--- src/rtl/serial_pattern_pkg.sv ---
// Shared types and width helpers for the serial pattern transmitter.
package serial_pattern_pkg;

   typedef enum logic [1:0] {
      TX_IDLE,
      TX_SHIFT,
      TX_DONE
   } tx_state_t;

   // Width of a counter that must hold values up to n, never less than 1 bit.
   function automatic int unsigned cnt_width(input int unsigned n);
      return (n < 1) ? 1 : $clog2(n + 1);
   endfunction

endpackage

--- src/rtl/bit_tick_gen.sv ---
// Bit-period clock-enable: tick marks the last clk cycle of each DIV-cycle bit.
module bit_tick_gen
   import serial_pattern_pkg::*;
#(
   parameter int unsigned DIV = 4
) (
   input  logic clk,
   input  logic reset,
   input  logic clr,
   input  logic en,
   output logic tick
);

   localparam int unsigned   CW   = cnt_width(DIV);
   localparam logic [CW-1:0] LAST = CW'(DIV - 1);

   logic [CW-1:0] cnt;

   always_ff @(posedge clk or negedge reset) begin
      if (!reset) begin
         cnt <= '0;
      end else if (clr) begin
         cnt <= '0;
      end else if (en) begin
         cnt <= (cnt == LAST) ? '0 : cnt + CW'(1);
      end
   end

   assign tick = en && (cnt == LAST);

endmodule

--- src/rtl/serial_pattern_tx.sv ---
// Latches a WIDTH-bit pattern and shifts it out MSB-first on x, one bit per DIV clocks.
module serial_pattern_tx
   import serial_pattern_pkg::*;
#(
   parameter int unsigned WIDTH = 8,
   parameter int unsigned DIV   = 4
) (
   input  logic             clk,
   input  logic             reset,
   input  logic             start,
   input  logic             abort,
   input  logic [WIDTH-1:0] data,
   output logic             x,
   output logic             x_valid,
   output logic             bit_stb,
   output logic             busy,
   output logic             done
);

   localparam int unsigned   BW       = cnt_width(WIDTH);
   localparam logic [BW-1:0] LAST_BIT = BW'(WIDTH - 1);

   tx_state_t        state_q, state_d;
   logic [WIDTH-1:0] sr_q, sr_d;
   logic [BW-1:0]    bcnt_q, bcnt_d;
   logic             x_q, x_d, xv_q, xv_d, stb_q, stb_d, busy_q, busy_d, done_q, done_d;
   logic             div_clr, tick;

   bit_tick_gen #(.DIV(DIV)) u_tick (
      .clk  (clk),
      .reset(reset),
      .clr  (div_clr),
      .en   (state_q == TX_SHIFT),
      .tick (tick)
   );

   // Outputs are computed as next-state values so every output is a flop.
   always_comb begin
      state_d = state_q;
      sr_d    = sr_q;
      bcnt_d  = bcnt_q;
      div_clr = 1'b0;
      x_d     = 1'b0;
      xv_d    = 1'b0;
      stb_d   = 1'b0;
      busy_d  = 1'b0;
      done_d  = 1'b0;
      unique case (state_q)
         TX_IDLE: begin
            if (start) begin
               state_d = TX_SHIFT;
               sr_d    = data;
               bcnt_d  = '0;
               div_clr = 1'b1;
               x_d     = data[WIDTH-1];
               xv_d    = 1'b1;
               stb_d   = 1'b1;
               busy_d  = 1'b1;
            end
         end
         TX_SHIFT: begin
            if (abort) begin
               state_d = TX_IDLE;
               sr_d    = '0;
               bcnt_d  = '0;
               div_clr = 1'b1;
            end else if (tick) begin
               sr_d = sr_q << 1;
               if (bcnt_q == LAST_BIT) begin
                  state_d = TX_DONE;
                  bcnt_d  = '0;
                  done_d  = 1'b1;
                  busy_d  = 1'b1;
               end else begin
                  bcnt_d = bcnt_q + BW'(1);
                  x_d    = sr_q[WIDTH-2];
                  xv_d   = 1'b1;
                  stb_d  = 1'b1;
                  busy_d = 1'b1;
               end
            end else begin
               x_d    = sr_q[WIDTH-1];
               xv_d   = 1'b1;
               busy_d = 1'b1;
            end
         end
         TX_DONE: begin
            state_d = TX_IDLE;
         end
         default: begin
            state_d = TX_IDLE;
         end
      endcase
   end

   always_ff @(posedge clk or negedge reset) begin
      if (!reset) begin
         state_q <= TX_IDLE;
         sr_q    <= '0;
         bcnt_q  <= '0;
         x_q     <= 1'b0;
         xv_q    <= 1'b0;
         stb_q   <= 1'b0;
         busy_q  <= 1'b0;
         done_q  <= 1'b0;
      end else begin
         state_q <= state_d;
         sr_q    <= sr_d;
         bcnt_q  <= bcnt_d;
         x_q     <= x_d;
         xv_q    <= xv_d;
         stb_q   <= stb_d;
         busy_q  <= busy_d;
         done_q  <= done_d;
      end
   end

   assign x       = x_q;
   assign x_valid = xv_q;
   assign bit_stb = stb_q;
   assign busy    = busy_q;
   assign done    = done_q;

endmodule

--- config.mk ---
export PLATFORM = sky130hd
export DESIGN_NAME = serial_pattern_tx
export DESIGN_NICKNAME = d
export VERILOG_FILES = /design/src/rtl/serial_pattern_pkg.sv /design/src/rtl/bit_tick_gen.sv /design/src/rtl/serial_pattern_tx.sv
export SDC_FILE = /design/constraint.sdc
export NUM_CORES = 1
export LEC_CHECK = 0
export CAP_MARGIN = 20
export CORE_ASPECT_RATIO = 0.9
export CORE_MARGIN = 5
export CORE_UTILIZATION = 40
export CTS_CLUSTER_DIAMETER = 50
export CTS_CLUSTER_SIZE = 28
export DETAILED_ROUTE_END_ITERATION = 10
export SYNTH_ARGS = -nofsm -noshare
export SYNTH_HDL_FRONTEND = slang
export SYNTH_SLANG_ARGS = --single-unit
export TNS_END_PERCENT = 30
--- constraint.sdc ---
create_clock -name clk -period 1.48 [get_ports clk]
set_input_delay 0.148 -clock clk [delete_from_list [all_inputs] [get_ports clk]]
set_output_delay 0.148 -clock clk [all_outputs]
set_load 0.05 [all_outputs]
Word level (Yosys, flattened, before mapping)
Cells that the tools add are included.
{ "op_classes": {"n_eq_ne": 6, "n_div": 0, "n_lt_le_gt_ge": 0, "multipliers": 0, "n_addsub": 2, "reduce_logical": 6, "bitwise_logic": 0, "muxes": 38, "shifts": 0} }
{ "op_table": {"columns": ["operator", "n"], "rows": [
  ["8-bit two-way mux", 3],
  ["1-bit two-way mux", 16],
  ["4-bit two-way mux", 4],
  ["8-bit case mux with 2 select lines", 1],
  ["1-bit case mux with 2 select lines", 5],
  ["3-bit two-way mux", 3],
  ["2-bit two-way mux", 4],
  ["4-bit case mux with 2 select lines", 1],
  ["3-bit != test, second input constant", 2],
  ["3-bit AND reduction", 2],
  ["4-bit by 1-bit adder with 4-bit output, second input constant", 1],
  ["4-bit by 3-bit equality test with 1-bit output, second input constant", 1],
  ["2-bit case mux with 2 select lines", 1],
  ["2-bit nonzero test", 2],
  ["3-bit by 1-bit adder with 3-bit output, second input constant", 1],
  ["3-bit by 2-bit equality test with 1-bit output, second input constant", 1],
  ["2-bit by 1-bit equality test with 1-bit output, second input constant", 1],
  ["2-bit logical NOT", 1],
  ["2-bit != test, second input constant", 1],
  ["1-bit logical AND", 1]
]} }
{ "totals": {"rom_bits": 0, "ram_bits": 0, "input_bits": 12, "latchBits": 0, "word_cells": 61, "regBits": 22, "n_memories": 0} }

Longest topological paths before layout
{ "logic_depth": {"word_depth": 5, "mapped_depth": 5, "ltp_nobuf": 4} }

Modules after synthesis
A second synthesis with hierarchy kept.
{ "hier_totals": {"hier_cells": 105, "area_unflattened_um2": 1117.3} }
{ "modules_own_cells": {"columns": ["module", "area_each_um2", "seq_area_each_um2", "cells_each", "instances"], "rows": [
  ["serial_pattern_tx", 972.2, 475.5, 91, 1],
  ["bit_tick_gen", 145.1, 75.1, 14, 1]
]} }

Least setup slack after synthesis
No wires, ideal clock.
{ "synth_timing": {"kind": "register -> register", "start": "register u_tick.cnt[0]", "end": "register bcnt_q[1]", "arrival_time_ns": 1.197, "n_path_buf": 1, "slack_ns": 0.204, "path_stages_with_launch": 6, "setup_time_ns": 0.079, "cell_sequence": "dfrtp_1 -> ha_1 -> nand2b_1 -> a21oi_2 -> buf_6 -> mux2i_1"} }
{ "synth_via": {"elab_chain_cells": 4} }
{ "synth_rtl": {"columns": ["item", "line", "source"], "rows": [
  ["start: declaration", "bit_tick_gen.sv:17", "logic [CW-1:0] cnt;"],
  ["start signal: assignment", "bit_tick_gen.sv:25", "cnt <= (cnt == LAST) ? '0 : cnt + CW'(1);"],
  ["3-bit by 2-bit equality test with 1-bit output", "bit_tick_gen.sv:29", "assign tick = en && (cnt == LAST);"],
  ["1-bit logical AND", "bit_tick_gen.sv:29", null],
  ["3-bit != test (no line)", null, null],
  ["3-bit AND reduction (no line)", null, null],
  ["end signal: assignment", "serial_pattern_tx.sv:109", "bcnt_q <= bcnt_d;"],
  ["end: declaration", "serial_pattern_tx.sv:25", "logic [BW-1:0] bcnt_q, bcnt_d;"]
]} }
No other way between the ends.
A chain may end at the register's enable or synchronous reset.

Worst setup path in the final report
{ "layout_timing": {"start": "register u_tick.cnt[0]", "end": "register sr_q[4]"} }
{ "layout_via": {"elab_chain_cells": 4} }
{ "layout_rtl": {"columns": ["item", "line", "source"], "rows": [
  ["3-bit by 2-bit equality test with 1-bit output", "bit_tick_gen.sv:29", null],
  ["1-bit logical AND", "bit_tick_gen.sv:29", null],
  ["3-bit != test (no line)", null, null],
  ["3-bit AND reduction (no line)", null, null],
  ["end signal: assignment", "serial_pattern_tx.sv:108", "sr_q <= sr_d;"],
  ["end: declaration", "serial_pattern_tx.sv:24", "logic [WIDTH-1:0] sr_q, sr_d;"]
]} }
No other way between the ends.

==> impl_metrics.csv <==
group,metric,value,unit
sta,final_max_slew_viol_count,0,
critical_path,critPathRequiredTime,1.71,ns
drt,drt_iter0_drc,26,
synth,synth.most_common_cell,"dfrtp_1",
finish,antenna_cells,0,
die,core,2725,um^2
global_routing,grt_pass1_vias,820,
synth,syn_avg_cell_area,10.90,um^2
synth,synthDistinctLibCells,32,
place,portBuffers,16,
clocking,clock_sinks,22,
critical_path,cp-startpoint,"u_tick.cnt[0]$_DFFE_PN0P_",
global_routing,grt_use_total,0.1224,
status,status,"completed",
synth,syn-num-nets,117,
drt,drt-wirelength-per-cell,13.41,um
synth,yosysSeqAreaShare,0.4905,
clocking,cts_max_level,1,
finish,drive_above_1_share,0.2171,
finish,final_core_util,0.5225,
critical_path,r2r_start,"u_tick.cnt[0]$_DFFE_PN0P_",
global_routing,antenna_found_initial,0,
die,die_area,3967,um^2
power_and_ir_drop,power_density,998.5,nW/um^2
critical_path,timing.critical_path.arrival,1.60,ns
synth,ys_warn_count,0,
sta,setup-tns-final,0,ns
sta,finClkSkew,0.007301,ns
sta,report.final.setup_viol,0,
synth,yosys-top-cells-area,"dfrtp_1 49%, mux2i_1 8.9%, nor4bb_1 6.2%, a21oi_1 4.9%, inv_1 3.7%",
die,io_pins,17,
critical_path,cp_slowest_cell,"dfrtp_1",
finish,synthToLayoutAreaGrowth,26.87,%
critical_path,endpoint_kind,"flop",
worst_hold_path,hold_path.class,"in2async",
sta,slew_headroom,0.8134,
clocking,clockRootBuffer,"clkbuf_4",
synth,synth_edf_count,0,
clocking,clkTransAtPathRegs,0.12,ns
clocking,tritoncts,"yes",
drt,final_antenna_net_count,0,
global_routing,grt_pass1_wl,3719,um
finish,final_nets,145,
synth,ys_ff_latch,22,
place,pre_cts_slack,-0.01845,ns
drt,dr.pass1.iters,4,
critical_path,critPathLaunchType,"flop",
drt,vias,839,
place,gp_congestion,0.7660,
place,dp_hpwl,1659,um
critical_path,crit_family,"flip-flops",
synth,synth_largest_area_cell,"dfrtp_1",
job,drv_cap,0,
die,num_rows,18,
synth,ys.flop_type,"dfrtp_1",
synth,yosysTopAreaCellShare,0.4905,
die,die_h,60.25,um
sta,timing.final.crit_period,1.365,ns
die,die_w,65.84,um
global_routing,grt_max_degree,23,
clocking,cts_buffer_depth,2,
power_and_ir_drop,total_power,1.422,mW
sta,hold_viol_final,0,
sta,fin_crit_sh,0.9225,
synth,async_flop_share,1.000,
power_and_ir_drop,leakage,0.6508,nW
synth,yosys-top-cells-count,"22 x dfrtp_1, 11 x a21oi_1, 11 x inv_1",
critical_path,critPathKind,"reg2reg",
clocking,clk_latency,0.30,ns
clocking,hold_buffers,0,
clocking,post_cts_resized,0,
drt,wl,2267,um
synth,syn_area,1122,um^2
sta,timing.final.ws_setup,0.1147,ns
synth,syn-instance-count,103,
clocking,cts_inserted_buffers,3,
sta,fmax,732.4,MHz
drt,drc,0,
critical_path,path_cells,"ha_1, nand2b_4, a21oi_2, buf_12, mux2i_1",
critical_path,slowest_delay,0.39,ns
critical_path,cp_max_fo,12,
critical_path,path_buf_inv,1,
drt,viasPerCell,4.964,
global_routing,grt_overflow,0,
sta,worst_slew_pin_slew,0.2761,ns
clocking,cts_setup_buffers,0,
finish,fill_cells,248,
die,start_util,0.4118,
sta,rsz0062_at_grt,"no",
power_and_ir_drop,ir_drop,0.0004597,V
metrics by stage:
stage	instances	cell area (um^2)	hold WS [ns]
6_report	169	1424	0.1769
5_1_grt	169	1424	0.1954
4_1_cts	169	1413	0.1786
3_5_place_dp	166	1390	0.4845
3_3_place_gp	166	1390	0.4743
2_1_floorplan	103	1122	-0.1476
sequential cells by signal (all words and copies together), names as in the netlist:
signal,count
state_q,2
bcnt_q,4
sr_q,8
done,1
bit_stb,1
x,1
x_valid,1
u_tick.cnt,3
busy,1
worst register-to-register path, stage by stage, from the launching register on:
cell and delay [ns]:
dfrtp_1 0.39, ha_1 0.25, nand2b_4 0.10, a21oi_2 0.19
buf_12 0.17, mux2i_1 0.19
final cells by class:
cell class	count	area (um^2)	area share
Inverter	11	41.29	0.02900
Multi-Input combinational cell	65	508.0	0.3568
Clock buffer	3	22.52	0.01582
Tap cell	40	50.05	0.03515
Timing Repair Buffer	28	250.2	0.1757
Sequential cell	22	551.8	0.3875
report_power, final:
part | internal [mW] | switching, mW
combinational | 0.207 | 0.213
sequential | 0.687 | 0.0517
clock | 0.0947 | 0.168
total | 0.989 | 0.433
routing by layer:
metal	share of wire	vias to the layer above	wire length, um	track usage
met5	0	-	0	0
met4	0.0057	0	13	0.04438
met3	0.033	2	74	0.02444
met2	0.46	16	1049	0.1957
met1	0.50	399	1129	0.1645
li1	-	422	-	-
path summary, 6_finish.rpt:
kind	endpoint	slack, ns	depth (start not counted)
setup / recovery	sr_q[4]$_DFFE_PN0P_	0.11	5
hold / removal	bcnt_q[2]$_DFFE_PN0P_	0.18	2
hold reg to reg	u_tick.cnt[0]$_DFFE_PN0P_	0.50	1
setup reg to reg	sr_q[4]$_DFFE_PN0P_	0.11	5
min in group clk	sr_q[0]$_DFFE_PN0P_	0.39	3
max in group asynchronous	state_q[0]$_DFFE_PN0P_	1.06	2
cell usage in the layout (no fill, tap or decap), types with 4 or more instances in the layout:
cell              n
dfrtp_1          21
buf_4            16
a21oi_1          11
inv_1            11
clkdlybuf4s50_1  11
mux2i_1          10
nor4bb_1          7
nand2_1           4
cells by family (layout without fill, tap and decap cells):
| kind of cell | after synthesis | in the layout | synth area share |
|---|---|---|---|
| mux | 10 | 10 | 0.08919 |
| compound gates | 22 | 22 | 0.1304 |
| buf+inv | 16 | 42 | 0.06577 |
| fa+ha+maj | 2 | 2 | 0.02229 |
| simple gates | 31 | 31 | 0.2018 |
| flops | 22 | 22 | 0.4905 |
No activity file was read; power rests on OpenSTA's default activity.
